==> src/rtl/branch_pc_unit_if.sv <==
// EX-stage branch/jump control bundle between the pipeline and branch_pc_unit.
// The pipeline side (master) drives the i_* signals; the unit (slave) drives the o_* signals.
interface branch_pc_unit_if #(
    parameter int unsigned CNT_W = 16
);
    logic             i_stall;
    logic             i_is_branch;
    logic             i_is_jal;
    logic             i_is_jalr;
    logic [2:0]       i_funct3;
    logic             i_br_less;
    logic             i_br_equal;
    logic [31:0]      i_pc_ex;
    logic [31:0]      i_imm;
    logic [31:0]      i_rs1_data;

    logic             o_br_un;
    logic [31:0]      o_pc;
    logic [31:0]      o_pc_four;
    logic             o_taken;
    logic             o_flush;
    logic             o_misaligned;
    logic [CNT_W-1:0] o_br_total;
    logic [CNT_W-1:0] o_br_taken;

    modport master (
        output i_stall, i_is_branch, i_is_jal, i_is_jalr, i_funct3,
               i_br_less, i_br_equal, i_pc_ex, i_imm, i_rs1_data,
        input  o_br_un, o_pc, o_pc_four, o_taken, o_flush, o_misaligned,
               o_br_total, o_br_taken
    );

    modport slave (
        input  i_stall, i_is_branch, i_is_jal, i_is_jalr, i_funct3,
               i_br_less, i_br_equal, i_pc_ex, i_imm, i_rs1_data,
        output o_br_un, o_pc, o_pc_four, o_taken, o_flush, o_misaligned,
               o_br_total, o_br_taken
    );
endinterface

==> src/rtl/branch_pc_unit.sv <==
// RV32I branch resolution and fetch PC register: decides taken/not-taken, redirects
// fetch, flushes IF/ID, counts conditional branches and traps on misaligned targets.
module branch_pc_unit #(
    parameter logic [31:0] RESET_PC = 32'h0000_0000,
    parameter int unsigned CNT_W    = 16
) (
    input  logic            i_clk,
    input  logic            i_reset,
    branch_pc_unit_if.slave bus
);

    typedef enum logic [1:0] {
        RUN      = 2'd0,
        REDIRECT = 2'd1,
        HALT     = 2'd2
    } state_t;

    state_t           state_q, state_d;
    logic [31:0]      pc_q, pc_d;
    logic [CNT_W-1:0] tot_q, tot_d;
    logic [CNT_W-1:0] tkn_q, tkn_d;
    logic             mis_q, mis_d;

    logic             br_cond;
    logic             branch_wins;
    logic             redirect_cond;
    logic [31:0]      rel_sum;
    logic [31:0]      jalr_sum;
    logic [31:0]      target;
    logic [31:0]      pc_plus4;
    logic             taken;
    logic             flush;

    always_comb begin
        br_cond = 1'b0;
        case (bus.i_funct3)
            3'b000:         br_cond = bus.i_br_equal;
            3'b001:         br_cond = !bus.i_br_equal;
            3'b100, 3'b110: br_cond = bus.i_br_less;
            3'b101, 3'b111: br_cond = !bus.i_br_less;
            default:        br_cond = 1'b0;
        endcase
    end

    // JALR outranks JAL, which outranks a conditional branch
    assign branch_wins   = bus.i_is_branch && !bus.i_is_jal && !bus.i_is_jalr;
    assign redirect_cond = bus.i_is_jalr || bus.i_is_jal || (bus.i_is_branch && br_cond);

    assign rel_sum  = bus.i_pc_ex + bus.i_imm;
    assign jalr_sum = bus.i_rs1_data + bus.i_imm;
    assign target   = bus.i_is_jalr ? (jalr_sum & 32'hFFFF_FFFE) : rel_sum;
    assign pc_plus4 = pc_q + 32'd4;

    always_ff @(posedge i_clk or negedge i_reset) begin
        if (!i_reset) begin
            state_q <= RUN;
            pc_q    <= RESET_PC;
            tot_q   <= '0;
            tkn_q   <= '0;
            mis_q   <= 1'b0;
        end else begin
            state_q <= state_d;
            pc_q    <= pc_d;
            tot_q   <= tot_d;
            tkn_q   <= tkn_d;
            mis_q   <= mis_d;
        end
    end

    always_comb begin
        state_d = state_q;
        pc_d    = pc_q;
        tot_d   = tot_q;
        tkn_d   = tkn_q;
        mis_d   = mis_q;
        taken   = 1'b0;
        flush   = 1'b0;
        case (state_q)
            RUN: begin
                if (!bus.i_stall) begin
                    if (branch_wins) begin
                        tot_d = tot_q + CNT_W'(1);
                        if (br_cond) begin
                            tkn_d = tkn_q + CNT_W'(1);
                        end
                    end
                    if (redirect_cond) begin
                        taken = 1'b1;
                        flush = 1'b1;
                        if (target[1:0] == 2'b00) begin
                            pc_d    = target;
                            state_d = REDIRECT;
                        end else begin
                            // trap: PC holds at the faulting fetch address
                            mis_d   = 1'b1;
                            state_d = HALT;
                        end
                    end else begin
                        pc_d = pc_plus4;
                    end
                end
            end
            REDIRECT: begin
                // EX holds the flush bubble here, so its controls are not looked at
                if (!bus.i_stall) begin
                    pc_d    = pc_plus4;
                    state_d = RUN;
                end
            end
            HALT: begin
                flush = 1'b1;
            end
            default: begin
                state_d = RUN;
            end
        endcase
    end

    assign bus.o_br_un      = bus.i_funct3[1];
    assign bus.o_pc         = pc_q;
    assign bus.o_pc_four    = pc_plus4;
    assign bus.o_taken      = taken;
    assign bus.o_flush      = flush;
    assign bus.o_misaligned = mis_q;
    assign bus.o_br_total   = tot_q;
    assign bus.o_br_taken   = tkn_q;

endmodule

==> src/flat_wrapper.sv <==
// flat-port wrapper written by rule: the top's interface ports become plain ports
module branch_pc_unit_flat 
#(
    parameter logic [31:0] RESET_PC = 32'h0000_0000,
    parameter int unsigned CNT_W    = 16
)
  (i_clk, i_reset, bus_i_stall, bus_i_is_branch, bus_i_is_jal, bus_i_is_jalr, bus_i_funct3, bus_i_br_less, bus_i_br_equal, bus_i_pc_ex, bus_i_imm, bus_i_rs1_data, bus_o_br_un, bus_o_pc, bus_o_pc_four, bus_o_taken, bus_o_flush, bus_o_misaligned, bus_o_br_total, bus_o_br_taken);
  branch_pc_unit_if #(.CNT_W(CNT_W)) bus_i ();
  input  logic i_clk;
  input  logic i_reset;
  input wire logic [$bits(bus_i.i_stall)-1:0] bus_i_stall;
  input wire logic [$bits(bus_i.i_is_branch)-1:0] bus_i_is_branch;
  input wire logic [$bits(bus_i.i_is_jal)-1:0] bus_i_is_jal;
  input wire logic [$bits(bus_i.i_is_jalr)-1:0] bus_i_is_jalr;
  input wire logic [$bits(bus_i.i_funct3)-1:0] bus_i_funct3;
  input wire logic [$bits(bus_i.i_br_less)-1:0] bus_i_br_less;
  input wire logic [$bits(bus_i.i_br_equal)-1:0] bus_i_br_equal;
  input wire logic [$bits(bus_i.i_pc_ex)-1:0] bus_i_pc_ex;
  input wire logic [$bits(bus_i.i_imm)-1:0] bus_i_imm;
  input wire logic [$bits(bus_i.i_rs1_data)-1:0] bus_i_rs1_data;
  output wire logic [$bits(bus_i.o_br_un)-1:0] bus_o_br_un;
  output wire logic [$bits(bus_i.o_pc)-1:0] bus_o_pc;
  output wire logic [$bits(bus_i.o_pc_four)-1:0] bus_o_pc_four;
  output wire logic [$bits(bus_i.o_taken)-1:0] bus_o_taken;
  output wire logic [$bits(bus_i.o_flush)-1:0] bus_o_flush;
  output wire logic [$bits(bus_i.o_misaligned)-1:0] bus_o_misaligned;
  output wire logic [$bits(bus_i.o_br_total)-1:0] bus_o_br_total;
  output wire logic [$bits(bus_i.o_br_taken)-1:0] bus_o_br_taken;
  assign bus_i.i_stall = bus_i_stall;
  assign bus_i.i_is_branch = bus_i_is_branch;
  assign bus_i.i_is_jal = bus_i_is_jal;
  assign bus_i.i_is_jalr = bus_i_is_jalr;
  assign bus_i.i_funct3 = bus_i_funct3;
  assign bus_i.i_br_less = bus_i_br_less;
  assign bus_i.i_br_equal = bus_i_br_equal;
  assign bus_i.i_pc_ex = bus_i_pc_ex;
  assign bus_i.i_imm = bus_i_imm;
  assign bus_i.i_rs1_data = bus_i_rs1_data;
  assign bus_o_br_un = bus_i.o_br_un;
  assign bus_o_pc = bus_i.o_pc;
  assign bus_o_pc_four = bus_i.o_pc_four;
  assign bus_o_taken = bus_i.o_taken;
  assign bus_o_flush = bus_i.o_flush;
  assign bus_o_misaligned = bus_i.o_misaligned;
  assign bus_o_br_total = bus_i.o_br_total;
  assign bus_o_br_taken = bus_i.o_br_taken;
  branch_pc_unit #(.RESET_PC(RESET_PC), .CNT_W(CNT_W)) u_core (.i_clk(i_clk), .i_reset(i_reset), .bus(bus_i));
endmodule
==> config.mk <==
export PLATFORM = sky130hd
export DESIGN_NAME = branch_pc_unit_flat
export DESIGN_NICKNAME = d
export VERILOG_FILES = /design/src/rtl/branch_pc_unit_if.sv /design/src/rtl/branch_pc_unit.sv /design/src/flat_wrapper.sv
export SDC_FILE = /design/constraint.sdc
export NUM_CORES = 1
export LEC_CHECK = 0
export ABC_AREA = 1
export CAP_MARGIN = 10
export CORE_AREA = 2 2 164 166
export CTS_CLUSTER_SIZE = 16
export DETAILED_ROUTE_END_ITERATION = 7
export DIE_AREA = 0 0 166 168
export GPL_ROUTABILITY_DRIVEN = 0
export GPL_TIMING_DRIVEN = 0
export PLACE_DENSITY = 0.67
export SYNTH_ARGS = -nofsm -noshare
export SYNTH_HDL_FRONTEND = slang
export SYNTH_SLANG_ARGS = --single-unit
export TNS_END_PERCENT = 50
==> constraint.sdc <==
create_clock -name i_clk -period 2.3 [get_ports i_clk]
set_input_delay 0.345 -clock i_clk [delete_from_list [all_inputs] [get_ports i_clk]]
set_output_delay 0.345 -clock i_clk [all_outputs]
set_load 0.005 [all_outputs]
==> results.sh, run 1 <==
export IMPL_status="finished with violations"
export IMPL_violations="negative setup slack"
export IMPL_relSlewSlack_pct=41.72
export IMPL_top_layer="met4"
export IMPL_synth_compound_area_share_pct=7.138
export IMPL_criticalPathCategory="reg -> out"
export IMPL_worst_slack_ps=-157.4
export IMPL_drc=0
export IMPL_finalWirelength_um=32630
export IMPL_hold_viol=0
export IMPL_ys_warn_count=0
export IMPL_setup_tns_ps=-964.5
export IMPL_fp_dieW_um=166
export IMPL_synth_nets=1756
export IMPL_clock_path_buffers=2
export IMPL_rsz0062_at_grt="yes"
export IMPL_path_cells="ha_4 -> nand3_4 -> nor3_4 -> nand2_2 -> buf_6 -> buf_6 -> o31ai_2 -> nand2_1 -> inv_1 -> buf_2"
export IMPL_critPathMostFrequentCell="buf_6"
export IMPL_worstPathArrival_ps=2110
export IMPL_ff2ff_path_depth=12
export IMPL_post_drt_wl_per_cell_um=14.78
export IMPL_area_growth_pct=46.26
export IMPL_met1Wirelength_um=14000
export IMPL_timing_fmax_mhz=406.9
export IMPL_final_cell_mix="nand2_1, inv_1, clkdlybuf4s50_1"
export IMPL_worst_path_stages=10
export IMPL_synthMuxAreaShare_pct=0.1252
export IMPL_synth_xor_area_share_pct=6.122
export IMPL_layout_drive_gt1_share_pct=15.53
export IMPL_drt_initial_drc_count=791
export IMPL_r2r_end="u_core.bus.o_pc[20]$_DFFE_PN0P_"
export IMPL_crit_family="simple AND/OR/NAND/NOR gates"
export IMPL_seq_area_um2=1693
export IMPL_numCtsBuffers=9
export IMPL_reg2reg_from="u_core.bus.o_pc[3]$_DFFE_PN0P_"
export IMPL_grt_start_max_net_pins=68
export IMPL_period_share_pct=106.8
export IMPL_crit_required_ps=1960
export IMPL_clock_skew_ps=8.127
export IMPL_crit_buf_inv=4
export IMPL_cp_end_kind="primary output"
export IMPL_leakage_nw=7.205
export IMPL_slowest_delay_ps=430
export IMPL_nets=2035
export IMPL_multi_input_area_um2=6945
export IMPL_clock_sinks=67
export IMPL_post_route_util_pct=49.91
export IMPL_grt_remaining_overflow=0
export IMPL_clk_latency_ps=330
export IMPL_setup_viol=12
export IMPL_vias=10780
export IMPL_root_buffer="clkbuf_16"
export IMPL_min_path_type="in -> async"
export IMPL_first_pass_iters=6
export IMPL_avgSynthCellArea_um2=5.681
export IMPL_layout_commonest_cell="nand2_1"
export IMPL_grt_pass1_wl_um=51440
export IMPL_ys_seq_area_share_pct=18.64
export IMPL_place_ws_ps=-533.3
export IMPL_port_buffers=206
export IMPL_postSynthCellCount=1583
export IMPL_powerDensity_nw_per_um2=656.1
export IMPL_ys_seq_elements=67
export IMPL_cp_start_kind="register"
export IMPL_crit_fanout=4
export IMPL_drv_slew=0
export IMPL_critPathSlowestCell="dfrtp_1"
export IMPL_viasPerCell=4.882
export IMPL_antenna_left=0
export IMPL_period_minus_slack_ps=2457
export IMPL_clk_pin_slew_ps=60
export IMPL_n_fill_cell=2649
export IMPL_synthAdderAreaFrac_pct=9.350
export IMPL_wl_met2_um=15120
export IMPL_htree_levels=3
export IMPL_hpwl_um=26140
export IMPL_start_util_pct=34.13
export IMPL_antenna_found_initial=0
export IMPL_yosys_area_share_simple_pct=45.18
export IMPL_met3_length_um=1805
export IMPL_cap_violations=0
export IMPL_grt_pass1_vias=10270
export IMPL_io_pins=207
export IMPL_antenna_cells=0
export IMPL_cts_tree="yes"
export IMPL_syn_cell_area_um2=8992
export IMPL_die_area_um2=27890
export IMPL_synth_top_family_by_area="simple AND/OR/NAND/NOR gates"
export IMPL_core_area_um2=26350
export IMPL_grtUsageTotal_pct=22.59
export IMPL_ir_drop_mv=0.4480
export IMPL_ys_types=48
export IMPL_worst_pin_slew_ps=874.2
export IMPL_die_h_um=168
export IMPL_r2r_slack_ps=200
export IMPL_rows=60
how the worst max path moves through the flow:
stage                                              start                         endpoint  slack (ps)
after floorplan                             bus_i_imm[0]  u_core.bus.o_pc[15]$_DFFE_PN0P_         360
after global placement                           i_reset  u_core.bus.o_pc[31]$_DFFE_PN0P_       -1480
after detailed placement                    bus_i_imm[0]  u_core.bus.o_pc[15]$_DFFE_PN0P_        -530
after CTS                 u_core.bus.o_pc[3]$_DFFE_PN0P_                bus_o_pc_four[22]        -260
after global routing      u_core.bus.o_pc[3]$_DFFE_PN0P_                bus_o_pc_four[26]        -250
final                     u_core.bus.o_pc[3]$_DFFE_PN0P_                bus_o_pc_four[20]        -160
repair_timing:
action,CTS,global route
resized for setup,151,157
hold buffers,0,0
cloned,0,0
buffers inserted,46,18
pin swaps,32,30
setup endpoints to repair,57,52
routing by layer:
layer | GRT usage (%) | up-vias
met2 | 39.06 | 387
met3 | 2.750 | 95
li1 | - | 5467
met5 | 0 | -
met1 | 28.29 | 4830
met4 | 10.09 | 0
kinds of logic (layout without fill, tap and decap cells):
group                      after synthesis  count (layout)
muxes                                    1               1
AOI/OAI and AO/OA                      115             115
adders and majority gates               66              66
buffers and inverters                  316             600
xor gates and xnor gates                62              62
and+or+nand+nor                        956             956
DFF                                     67              67
synth_stat cells, drive strengths merged:
cell | count | area (um2)
nor3 | 26 | 161.4
a22oi | 4 | 30.03
and3 | 3 | 18.77
fa | 2 | 40.04
a21oi | 65 | 325.3
clkbuf | 8 | 30.03
nand3b | 11 | 98.84
o31ai | 1 | 7.510
xor2 | 43 | 376.6
nor2 | 143 | 578.1
inv | 296 | 1111
o21bai | 5 | 37.54
mux2 | 1 | 11.26
dfrtp | 67 | 1677
a31oi | 4 | 25.02
o211ai | 6 | 45.04
nand4 | 22 | 158.9
o21a | 1 | 7.510
nor4 | 7 | 43.79
xnor2 | 19 | 173.9
buf | 12 | 67.56
a21o | 1 | 7.510
or2 | 3 | 18.77
o21ai | 25 | 136.4
o22ai | 2 | 12.51
a21boi | 1 | 7.510
nand3 | 137 | 695.7
nand2 | 603 | 2281
ha | 64 | 800.8
nor3b | 1 | 7.510
cell type report:
type	count	share of cell area, %
Multi-Input combinational cell	1200	52.81
Timing Repair Buffer	268	19.11
Sequential cell	67	12.87
Inverter	296	8.524
Tap cell	341	3.244
Clock buffer	10	1.741
Buffer	20	1.018
Clock inverter	6	0.6849
stage by stage:
step	hold slack, ps	cells	cell area, um2	power (mW)
after floorplan	49.41	1583	8992	3.991
after global placement	452.6	2130	11480	6.161
after detailed placement	452.1	2130	11480	6.219
after CTS	158.7	2192	12400	8.088
after global routing	191.3	2208	13150	9.208
final	116.8	2208	13150	8.629
state kept, by name, summed over array words and instances, names as in the netlist:
register	flops
u_core.bus.o_br_taken	16
u_core.bus.o_br_total	16
u_core.bus.o_pc	32
u_core.bus.o_misaligned	1
u_core.state_q	2
power breakdown:
| part | leakage, nW | internal [mW] | total [mW] | switching, mW |
|---|---|---|---|---|
| registers | 0.822 | 1.51 | 2.02 | 0.514 |
| logic | 6.23 | 2.41 | 5.12 | 2.71 |
| clock network | 0.153 | 0.951 | 1.48 | 0.532 |
| total | 7.20 | 4.87 | 8.63 | 3.76 |
(Power assumes the default switching activity.)
==> inputs of run 2 (changes only) <==
--- a/config.mk
+++ b/config.mk
@@ -8,12 +8,14 @@
 export ABC_AREA = 1
 export CAP_MARGIN = 10
 export CORE_AREA = 2 2 164 166
+export CTS_BUF_LIST = sky130_fd_sc_hd__clkbuf_8
 export CTS_CLUSTER_SIZE = 16
 export DETAILED_ROUTE_END_ITERATION = 7
 export DIE_AREA = 0 0 166 168
 export GPL_ROUTABILITY_DRIVEN = 0
 export GPL_TIMING_DRIVEN = 0
 export PLACE_DENSITY = 0.67
+export REMOVE_ABC_BUFFERS = 1
 export SYNTH_ARGS = -nofsm -noshare
 export SYNTH_HDL_FRONTEND = slang
 export SYNTH_SLANG_ARGS = --single-unit
==> run 2 against run 1 <==
  * The run still ends with negative setup slack left
  * Critical path depth is 1 higher
  * Sequential share of layout area is 0.15 points lower
  * Combinational power is 7.6% higher
  * Die area stayed put
  * Largest power group unchanged
  * Highest routed layer unchanged
==> results.sh, run 2 (same netlist as run 1, synthesis figures left out) <==
export IMPL_hold_viol=0
export IMPL_crit_family="buffers and inverters"
export IMPL_cap_violations=0
export IMPL_first_pass_iters=5
export IMPL_cts_tree="yes"
export IMPL_worstPathArrival_ps=2120
export IMPL_violations="negative setup slack"
export IMPL_largest_reg_flops=32
export IMPL_area_growth_pct=48.30
export IMPL_hpwl_um=25540
export IMPL_hold_ws_ps=80.13
export IMPL_clk_pin_slew_ps=90
export IMPL_crit_buf_inv=5
export IMPL_worst_path_stages=11
export IMPL_drt_initial_drc_count=832
export IMPL_clock_path_buffers=2
export IMPL_cp_end_kind="primary output"
export IMPL_core_area_um2=26350
export IMPL_critPathSlowestCell="dfrtp_1"
export IMPL_grt_start_max_net_pins=68
export IMPL_die_h_um=168
export IMPL_fp_dieW_um=166
export IMPL_min_path_type="in -> async"
export IMPL_slowest_delay_ps=380
export IMPL_setup_tns_ps=-1315
export IMPL_start_util_pct=34.13
export IMPL_ir_drop_mv=0.4589
export IMPL_viasPerCell=5.002
export IMPL_final_cell_mix="nand2_1, inv_1, clkdlybuf4s50_1"
export IMPL_rsz0062_at_grt="yes"
export IMPL_crit_required_ps=1960
export IMPL_layout_drive_gt1_share_pct=16.56
export IMPL_period_share_pct=107.1
export IMPL_cp_start_kind="register"
export IMPL_ff2ff_path_depth=14
export IMPL_worst_pin_slew_ps=1049
export IMPL_setup_viol=18
export IMPL_drv_slew=0
export IMPL_powerDensity_nw_per_um2=643.6
export IMPL_grtUsageTotal_pct=22.91
export IMPL_layout_commonest_cell="nand2_1"
export IMPL_timing_fmax_mhz=406.1
export IMPL_io_pins=207
export IMPL_relSlewSlack_pct=29.83
export IMPL_antenna_found_initial=0
export IMPL_antenna_cells=0
export IMPL_path_cells="buf_4 -> ha_4 -> nand3_4 -> nor3_4 -> buf_6 -> nand2_8 -> nor2_4 -> buf_4 -> buf_6 -> xor2_2 -> buf_2"
export IMPL_grt_remaining_overflow=0
export IMPL_post_drt_wl_per_cell_um=15.43
export IMPL_root_buffer="clkbuf_8"
export IMPL_seq_area_um2=1697
export IMPL_clock_sinks=67
export IMPL_leakage_nw=7.223
export IMPL_htree_levels=3
export IMPL_vias=11040
export IMPL_multi_input_area_um2=7199
export IMPL_clk_latency_ps=370
export IMPL_nets=2034
export IMPL_die_area_um2=27890
export IMPL_antenna_left=0
export IMPL_period_minus_slack_ps=2463
export IMPL_finalWirelength_um=34050
export IMPL_clock_skew_ps=12.03
export IMPL_n_fill_cell=2555
export IMPL_status="finished with violations"
export IMPL_worst_slack_ps=-162.6
export IMPL_grt_pass1_vias=10050
export IMPL_grt_pass1_wl_um=51530
export IMPL_drc=0
export IMPL_crit_fanout=3
export IMPL_port_buffers=206
export IMPL_rows=60
export IMPL_numCtsBuffers=9
export IMPL_criticalPathCategory="reg -> out"
## run 2: changes by cell type in the layout (fill, tap and decap cells not counted), sizes merged, moves of 3 or more
cell and delta:
clkinvlp +3, dlymetal6s2s +4, clkdlybuf4s50 -6, o21ai +3, buf +7, clkbuf -12
## run 2: layout make-up
type,count,area share [%]
clock buffers,9,0.9289
clock inverters,7,0.6193
inverters,296,8.613
multi-input cells,1203,53.99
flip-flops and latches,67,12.72
well taps,341,3.199
repair buffers,284,19.93
## run 2: report_power, final
group,leakage [nW],total (mW),switching [mW],internal [mW]
Combinational,6.31,5.51,2.92,2.59
Sequential,0.818,2.00,0.489,1.51
Clock,0.0988,1.07,0.551,0.519
## run 2: layer usage
metal / global-route usage, % / part of all wire, % / vias to the layer above
met2: 39.18 / 46 / 463
met5: 0 / 0 / -
met3: 3.432 / 6.2 / 103
li1: - / - / 5485
met1: 29.04 / 43 / 4989
met4: 9.225 / 4.7 / 0
## run 2: metrics by stage
| stage | cell area [um2] | worst slack (ps) | util, % | instances | total power, mW |
|---|---|---|---|---|---|
| global placement | 11380 | -1561 | 43.20 | 2110 | 6.088 |
| floorplan | 8895 | -160.0 | - | 1563 | 3.950 |
| detailed placement | 11400 | -1338 | 43.25 | 2111 | 6.151 |
| finish | 13340 | -162.6 | 50.61 | 2207 | 8.582 |
| global route | 13340 | -285.5 | 50.61 | 2207 | 9.145 |
| CTS | 12310 | -231.8 | 46.73 | 2170 | 7.708 |
## run 2: what timing repair did
item / CTS / global route
pin swaps: 30 / 39
cloned: 3 / 0
gates resized for setup: 174 / 164
hold buffers: 0 / 0
endpoints found under the setup margin: 90 / 60
setup buffers: 40 / 38
## run 2: final timing paths
path	startpoint	end	slack [ps]
worst min register to register	u_core.bus.o_br_total[15]$_DFFE_PN0P_	u_core.bus.o_br_total[15]$_DFFE_PN0P_	470
min in group i_clk	u_core.bus.o_br_total[15]$_DFFE_PN0P_	u_core.bus.o_br_total[15]$_DFFE_PN0P_	470
max in group asynchronous	i_reset	u_core.bus.o_pc[14]$_DFFE_PN0P_	1570
worst min-delay path	i_reset	u_core.bus.o_br_total[15]$_DFFE_PN0P_	80
worst max register to register	u_core.bus.o_pc[2]$_DFFE_PN0P_	u_core.bus.o_pc[14]$_DFFE_PN0P_	180
worst max-delay path	u_core.bus.o_pc[2]$_DFFE_PN0P_	bus_o_pc_four[14]	-160
==> inputs of run 3 (changes only) <==
--- a/config.mk
+++ b/config.mk
@@ -7,14 +7,14 @@
 export LEC_CHECK = 0
 export ABC_AREA = 1
 export CAP_MARGIN = 10
-export CORE_AREA = 2 2 164 166
+export CORE_AREA = 2 2 177 179
 export CTS_BUF_LIST = sky130_fd_sc_hd__clkbuf_8
 export CTS_CLUSTER_SIZE = 16
 export DETAILED_ROUTE_END_ITERATION = 7
-export DIE_AREA = 0 0 166 168
+export DIE_AREA = 0 0 179 181
 export GPL_ROUTABILITY_DRIVEN = 0
 export GPL_TIMING_DRIVEN = 0
-export PLACE_DENSITY = 0.67
+export PLACE_DENSITY = 0.6
 export REMOVE_ABC_BUFFERS = 1
 export SYNTH_ARGS = -nofsm -noshare
 export SYNTH_HDL_FRONTEND = slang
==> run 3 against run 2 <==
  * Cell area decreased by 2.7%
  * Flip-flop and latch count unchanged
  * Sequential power about the same
  * Power decreased by 6.1%
  * Via count decreased by 3.4%
  * Combinational power decreased by 9.8%
  * Cell count increased by 1.5%
  * Clock-buffer cell count unchanged
  * Hold slack got worse by 0.95 ps
  * Non-clock buffer count decreased by 21
  * Largest cell class unchanged
  * Clock skew decreased by 1.7 ps
  * The run still ends with negative setup slack left
  * Fmax decreased by 5.4%
==> results.sh, run 3 (same netlist as run 1, synthesis figures left out) <==
export IMPL_path_cells="nand2_1 -> nor3_2 -> nand2_1 -> nor2_4 -> nand2_2 -> xor2_2 -> inv_1 -> clkdlybuf4s50_1"
export IMPL_status="finished with violations"
export IMPL_grt_pass1_wl_um=52320
export IMPL_viasPerCell=4.759
export IMPL_core_area_um2=30350
export IMPL_drc=0
export IMPL_crit_fanout=3
export IMPL_stdcell_count=2241
export IMPL_setup_viol=19
export IMPL_seq_area_um2=1689
export IMPL_rows=64
export IMPL_drv_slew=0
export IMPL_cp_end_kind="primary output"
export IMPL_n_fill_cell=3188
export IMPL_cts_tree="yes"
export IMPL_relSlewSlack_pct=40.25
export IMPL_cap_violations=0
export IMPL_antenna_found_initial=0
export IMPL_critPathSlowestCell="clkdlybuf4s50_1"
export IMPL_grt_pass1_vias=9975
export IMPL_powerDensity_nw_per_um2=621.1
export IMPL_die_area_um2=32400
export IMPL_cp_start_kind="register"
export IMPL_grt_start_max_net_pins=68
export IMPL_min_path_type="in -> async"
export IMPL_start_util_pct=29.63
export IMPL_worst_slack_ps=-302.5
export IMPL_antenna_cells=0
export IMPL_root_buffer="clkbuf_8"
export IMPL_nets=2013
export IMPL_clk_pin_slew_ps=90
export IMPL_layout_commonest_cell="nand2_1"
export IMPL_period_minus_slack_ps=2602
export IMPL_worstPathArrival_ps=2260
export IMPL_largest_reg_flops=32
export IMPL_worst_pin_slew_ps=893.0
export IMPL_grt_remaining_overflow=0
export IMPL_multi_input_area_um2=6970
export IMPL_post_drt_wl_per_cell_um=15.23
export IMPL_antenna_left=0
export IMPL_critPathMostFrequentCell="nand2_1"
export IMPL_grtUsageTotal_pct=20.46
export IMPL_dp_cells=2166
export IMPL_clock_path_buffers=2
export IMPL_clock_sinks=67
export IMPL_drt_initial_drc_count=788
export IMPL_htree_levels=3
export IMPL_area_growth_pct=44.29
export IMPL_crit_family="simple AND/OR/NAND/NOR gates"
export IMPL_timing_fmax_mhz=384.2
export IMPL_die_h_um=181
export IMPL_layout_drive_gt1_share_pct=14.42
export IMPL_r2r_slack_ps=120
export IMPL_final_cell_mix="nand2_1, inv_1, clkdlybuf4s50_1"
export IMPL_violations="negative setup slack"
export IMPL_criticalPathCategory="reg -> out"
export IMPL_fp_dieW_um=179
export IMPL_place_ws_ps=-1316
export IMPL_port_buffers=206
export IMPL_rsz0062_at_grt="yes"
export IMPL_finalWirelength_um=34130
export IMPL_slowest_delay_ps=490
export IMPL_crit_required_ps=1960
export IMPL_io_pins=207
export IMPL_numCtsBuffers=9
export IMPL_leakage_nw=7.052
export IMPL_ir_drop_mv=0.4120
export IMPL_setup_tns_ps=-2672
export IMPL_clk_latency_ps=380
export IMPL_vias=10660
export IMPL_hpwl_um=26510
export IMPL_hold_viol=0
export IMPL_crit_buf_inv=2
export IMPL_period_share_pct=113.2
export IMPL_clock_skew_ps=10.36
export IMPL_first_pass_iters=7
[run 3: worst paths after layout]
path	start	cells after the start	endpoint
max in group asynchronous	i_reset	1	u_core.bus.o_pc[17]$_DFFE_PN0P_
min in group i_clk	u_core.bus.o_br_total[15]$_DFFE_PN0P_	1	u_core.bus.o_br_total[15]$_DFFE_PN0P_
min	i_reset	1	u_core.bus.o_br_total[12]$_DFFE_PN0P_
max	u_core.bus.o_pc[9]$_DFFE_PN0P_	8	bus_o_pc_four[17]
min reg2reg	u_core.bus.o_br_total[15]$_DFFE_PN0P_	1	u_core.bus.o_br_total[15]$_DFFE_PN0P_
max reg2reg	u_core.bus.o_pc[2]$_DFFE_PN0P_	13	u_core.bus.o_pc[28]$_DFFE_PN0P_
[run 3: where the power goes]
group | internal, mW | switching (mW)
sequential | 1.50 | 0.532
clock | 0.517 | 0.546
combinational | 2.30 | 2.67
total | 4.31 | 3.75
[run 3: layer usage]
metal  global-route usage, %  up-vias  part of all wire [%]
li1                        -     5421                     -
met5                       0        -                     0
met4                   8.163        0                   3.8
met1                   26.79     4815                    44
met3                   2.820       66                   5.4
met2                   33.68      362                    47
[run 3: final cells by class]
cell class,instances,share of cell area (%)
Inverter,296,8.756
Tap cell,396,3.819
Clock buffer,9,0.9547
Clock inverter,7,0.6268
Multi-Input combinational cell,1203,53.72
Timing Repair Buffer,263,19.10
Sequential cell,67,13.02
[run 3: stage by stage]
stage | utilization, % | hold WS (ps) | total power, mW | instance area [um2]
floorplan | - | 49.41 | 3.950 | 8895
finish | 42.75 | 79.18 | 8.059 | 12970
detailed placement | 37.78 | 465.1 | 6.194 | 11460
CTS | 40.36 | 111.3 | 7.637 | 12250
global placement | 37.74 | 448.6 | 6.143 | 11450
global route | 42.75 | 154.1 | 8.655 | 12970
[run 3: worst register-to-register path: stages (launching register included)]
cell	delay, ps
dfrtp_1	430
ha_4	180
nand3_4	80
nor3_4	270
buf_4	180
buf_6	90
nand4_1	160
xor2_2	200
buf_4	140
buf_4	120
nor2_1	70
nor2_1	50
nand2_1	60
nand2_1	40
[run 3: what timing repair did]
action	CTS	global route
hold buffers	0	0
gates cloned	3	0
gates resized for setup	148	147
endpoints found under the setup margin	90	61
pin swaps	22	33
buffers inserted	29	33
